==> src/rtl/wide_add_seq.sv <==
// wide_add_seq: wide adder/subtractor that runs one operand pair through a
// single 8-bit adder slice, least-significant byte first.
//
// Operands are captured at acceptance. During RUN, the operand registers
// shift right one byte per cycle, so the slice always sees the current byte
// in bits [7:0]. The result register shifts in each slice sum from the top.
// After NBYTES shifts, the whole result sits in place. On the last byte, the
// operand top bits are in [7], which is where the signed overflow test
// reads them.
module wide_add_seq #(
    parameter int NBYTES = 4,
    localparam int W = 8 * NBYTES
) (
    input  logic         clk,
    input  logic         rst,
    input  logic         in_valid,
    output logic         in_ready,
    input  logic         op,
    input  logic [W-1:0] a,
    input  logic [W-1:0] b,
    output logic         out_valid,
    input  logic         out_ready,
    output logic [W-1:0] s,
    output logic         cout,
    output logic         ovf,
    output logic         busy
);

    localparam int CW = (NBYTES > 1) ? $clog2(NBYTES) : 1;
    localparam logic [CW-1:0] LAST = CW'(NBYTES - 1);

    localparam logic [1:0] ST_IDLE = 2'd0;
    localparam logic [1:0] ST_RUN  = 2'd1;
    localparam logic [1:0] ST_DONE = 2'd2;

    logic [1:0]    state;
    logic [CW-1:0] cnt;
    logic          carry;
    logic [W-1:0]  a_sh;
    logic [W-1:0]  b_sh;
    logic [8:0]    slice;
    logic          last;
    logic          accept;

    // One byte of the shared adder: {carry_out, sum}.
    function automatic logic [8:0] add_slice(input logic [7:0] x,
                                             input logic [7:0] y,
                                             input logic       ci);
        return {1'b0, x} + {1'b0, y} + {8'd0, ci};
    endfunction

    // Two's complement overflow: operands agree in sign, result does not.
    function automatic logic signed_ovf(input logic sa,
                                        input logic sb,
                                        input logic sr);
        return (sa == sb) && (sr != sa);
    endfunction

    assign slice    = add_slice(a_sh[7:0], b_sh[7:0], carry);
    assign last     = (cnt == LAST);
    assign in_ready = (state == ST_IDLE) && !rst;
    assign accept   = in_valid && in_ready;

    // Sequencer: state, byte counter, inter-byte carry and handshake flags.
    always_ff @(posedge clk) begin
        if (rst) begin
            state     <= ST_IDLE;
            cnt       <= '0;
            carry     <= 1'b0;
            out_valid <= 1'b0;
            busy      <= 1'b0;
        end else begin
            case (state)
                ST_IDLE: begin
                    if (in_valid) begin
                        state <= ST_RUN;
                        busy  <= 1'b1;
                        cnt   <= '0;
                        carry <= op;
                    end
                end
                ST_RUN: begin
                    carry <= slice[8];
                    cnt   <= cnt + 1'b1;
                    if (last) begin
                        state     <= ST_DONE;
                        busy      <= 1'b0;
                        out_valid <= 1'b1;
                        cnt       <= '0;
                    end
                end
                ST_DONE: begin
                    if (out_ready) begin
                        state     <= ST_IDLE;
                        out_valid <= 1'b0;
                    end
                end
                default: begin
                    state     <= ST_IDLE;
                    busy      <= 1'b0;
                    out_valid <= 1'b0;
                    cnt       <= '0;
                end
            endcase
        end
    end

    // Operand capture at accept (B inverted for subtract), then a byte shift per RUN cycle.
    always_ff @(posedge clk) begin
        if (accept) begin
            a_sh <= a;
            b_sh <= op ? ~b : b;
        end else if (state == ST_RUN) begin
            a_sh <= {8'd0, a_sh[W-1:8]};
            b_sh <= {8'd0, b_sh[W-1:8]};
        end
    end

    // Result assembly: sums shift in from the top; flags are taken on the last byte.
    always_ff @(posedge clk) begin
        if (rst) begin
            s    <= '0;
            cout <= 1'b0;
            ovf  <= 1'b0;
        end else if (state == ST_RUN) begin
            s <= {slice[7:0], s[W-1:8]};
            if (last) begin
                cout <= slice[8];
                ovf  <= signed_ovf(a_sh[7], b_sh[7], slice[7]);
            end
        end
    end

endmodule

==> config.mk <==
export PLATFORM = sky130hd
export DESIGN_NAME = wide_add_seq
export DESIGN_NICKNAME = d
export VERILOG_FILES = /design/src/rtl/wide_add_seq.sv
export SDC_FILE = /design/constraint.sdc
export NUM_CORES = 1
export LEC_CHECK = 0
export BUFFER_PORTS_ARGS = -buffer_cell sky130_fd_sc_hd__clkbuf_2
export CAP_MARGIN = 20
export CORE_MARGIN = 5
export CORE_UTILIZATION = 54
export DETAILED_ROUTE_END_ITERATION = 6
export GPL_ROUTABILITY_DRIVEN = 1
export PLACE_DENSITY = 0.81
export SLEW_MARGIN = 25
export SYNTH_ARGS = -nofsm -noshare
export SYNTH_HDL_FRONTEND = slang
export SYNTH_SLANG_ARGS = --single-unit
==> constraint.sdc <==
create_clock -name clk -period 3.4 [get_ports clk]
set_input_delay 0.34 -clock clk [delete_from_list [all_inputs] [get_ports clk]]
set_output_delay 0.34 -clock clk [all_outputs]
set_load 0.02 [all_outputs]
==> metrics <==
status finished, final reports clean; H-tree depth 3; DIE WIDTH 104 µm; number of CTS-inserted buffers 9; total global routing overflow 0; Pleak 2.27 nW; Post-synth EDFFs 64; P_int 0.00209 W; Post-Syn Nets 559; DR top layer met4; Area Growth Syn to Fin 16.4%; largest net degree at the start of global routing 58; post-synthesis cell count 480; CP Launch Type flop; sw power 0.000755 W; Antenna diodes 0; WL/cell 13.3 µm; CP max FO 51; Post-Route WL 9.12 mm; vias in the first global route 3305; port buffer count 105; Remaining DRCs 0; Sw Ratio 26.5%; Critical Path AT 2.40 ns; maximum vdd ir drop 309 µV; layout cells sized above 1 23.1%; Area contributors post-synth edfxtp_1 41%, dfxtp_1 17%, nand2_1 12%; fin crit share 69.2%; Worst EP required 3.44 ns; Combinational Power Share 16.0%; DRT Pass-1 Iters 4; Hold Buf Count CTS 0; HP Class in -> reg; Clock Latency Late Sink 0.37 ns; Vias 3494; Final Skew 0.0182 ns; Clk pwr share 30.1%; cell taking the most area after synthesis edfxtp_1; Fin Setup TNS 0 ns; Clock Tree Buf Depth 2; unrepaired setup endpoints after global routing false; clk sinks 105; Main synth FF type edfxtp_1; Post-synth ARST share 0%; Starting Density 54.9%; CTS tree done; Post-Route Utilization 63.9%; die area 10700 µm²; share of the yosys chip area belonging to registers 57.9%; Worst Tran Pin Value 1.01 ns; root buf cell clkbuf_8; Post-CTS Setup Bufs 0; Crit Path Category reg -> reg; gp weighted congestion 0.907; share of power burned in registers 54.0%; Avg Inst Size Synth 9.87 µm²; first-pass GRT wire length 15.1 mm; max-cap check violation count 0; wire length on met2 4.40 mm; Power Dens Cells 515 nW/µm²; Post-layout nets 651; GRT Resource Usage Total 16.9%; DRT met1 WL 3.90 mm; Routed Antenna Nets 0; endpoint class of the critical path flop; met3 WL 690 µm; Die H 104 µm; core area 8640 µm²; HPWL after detailed placement 6.44 mm; post-cts sizing count 0; Synth Register Bits 105; Rows 34; DRT iter0 DRCs 155; Reg clk slew, reported paths 0.11 ns; post-synth top area share 40.6%; final hold violation count 0; maximum clock frequency 0.425 GHz; max-slew violations 0; cell area after synthesis 4740 µm²; num ports 106; drt via density 5.10; Distinct cells, synth 41; max_slew headroom 32.8%; initial antenna violation count 0; crit path time final 2.35 ns; Synth warnings 0; # setup viols final 0
==> layout make-up <==
cell class	instances	area [µm²]
clock buffer	9	124
clock inverter	7	98.8
fill	683	3120
inverter	4	15.0
multi-input combinational	342	1820
sequential	105	2740
tap	108	135
timing repair buffer	110	576
==> worst paths after layout <==
check                start       end  slack (ns)  cells after the start
setup / recovery  state[1]   a_sh[7]        1.05                      4
hold / removal       a[20]  a_sh[20]        0.22                      3
setup reg to reg  state[1]   a_sh[7]        1.05                      4
hold reg to reg       s[5]      s[5]        0.46                      2
==> cells by family (layout without fill, tap and decap cells) <==
kind of cell / count (synthesis) / after routing / synth area share (%)
adder cells (fa/ha/maj): 10 / 10 / 2.96
AO/OA/AOI/OAI: 86 / 86 / 9.93
buffers and inverters: 33 / 130 / 3.88
AND/OR/NAND/NOR: 210 / 210 / 18.6
XOR/XNOR: 35 / 35 / 6.47
multiplexers: 1 / 1 / 0.238
flip-flops: 105 / 105 / 57.9
==> registers in the layout, summed over array words and instances, names as in the netlist <==
signal and count:
a_sh 32, cnt 2, b_sh 32, state 2, out_valid 1, cout 1
carry 1, busy 1, s 32, ovf 1
==> layout by cell type, fill, tap and decap left out, drive strengths merged <==
master / count
nand2: 156
clkbuf: 114
edfxtp: 64
dfxtp: 41
a21oi: 38
xnor2: 34
o21ai: 32
nor2: 21
and2: 10
nand3: 8
ha: 8
inv: 6
buf: 5
a211oi: 4
nor3: 4
a31oi: 3
nand2b: 3
clkinv: 3
nand3b: 2
o211ai: 2
nor4: 2
a21o: 2
fa: 2
bufinv: 2
or3: 1
mux2: 1
nand4: 1
o221ai: 1
a311oi: 1
o311ai: 1
o21bai: 1
or4b: 1
nor4b: 1
o31ai: 1
xor2: 1
==> routing by layer <==
layer,vias up,track usage [%]
met5,-,0
met4,0,4.63
met3,9,5.60
met2,112,27.0
met1,1564,22.1
li1,1809,-
==> stage by stage <==
step	hold WS [ns]	cells	setup slack (ns)	instance area, µm²	total power (W)
2_1_floorplan	0.465	480	0.397	4740	0.00188
3_3_place_gp	0.440	669	1.15	5290	0.00199
3_5_place_dp	0.451	669	1.07	5290	0.00202
4_1_cts	0.215	685	1.06	5510	0.00286
5_1_grt	0.199	685	0.893	5520	0.00298
6_report	0.222	685	1.05	5520	0.00284
==> cell usage after synthesis, types with 2 or more instances <==
cell	n
nor4_1	2
buf_1	2
clkbuf_1	8
a21oi_1	38
o21ai_0	8
fa_1	2
a21o_1	2
nand3b_1	2
nand2b_4	2
inv_1	2
buf_6	5
nor2_1	20
nor3_1	4
xnor2_1	34
o21ai_1	24
dfxtp_1	41
buf_4	2
nand3_1	8
o211ai_1	2
and2_1	10
edfxtp_1	64
nand2_1	156
ha_1	8
a211oi_1	4
a31oi_1	3
buf_2	12
==> worst max-delay path: stages (launching register included) <==
cell and delay, ns:
dfxtp_1 0.42, nand2b_4 0.21, or3_2 0.67, nand2_2 0.40, buf_12 0.31
==> power groups by stage <==
stage	Clock, W	Combinational (W)	Sequential, W
global route	0.000922	0.000509	0.00154
finish	0.000855	0.000454	0.00153
CTS	0.000867	0.000456	0.00153
floorplan	0	0.000309	0.00157
global placement	0	0.000435	0.00156
detailed placement	0	0.000454	0.00156
Note: power is estimated with default switching activity, not from simulation.
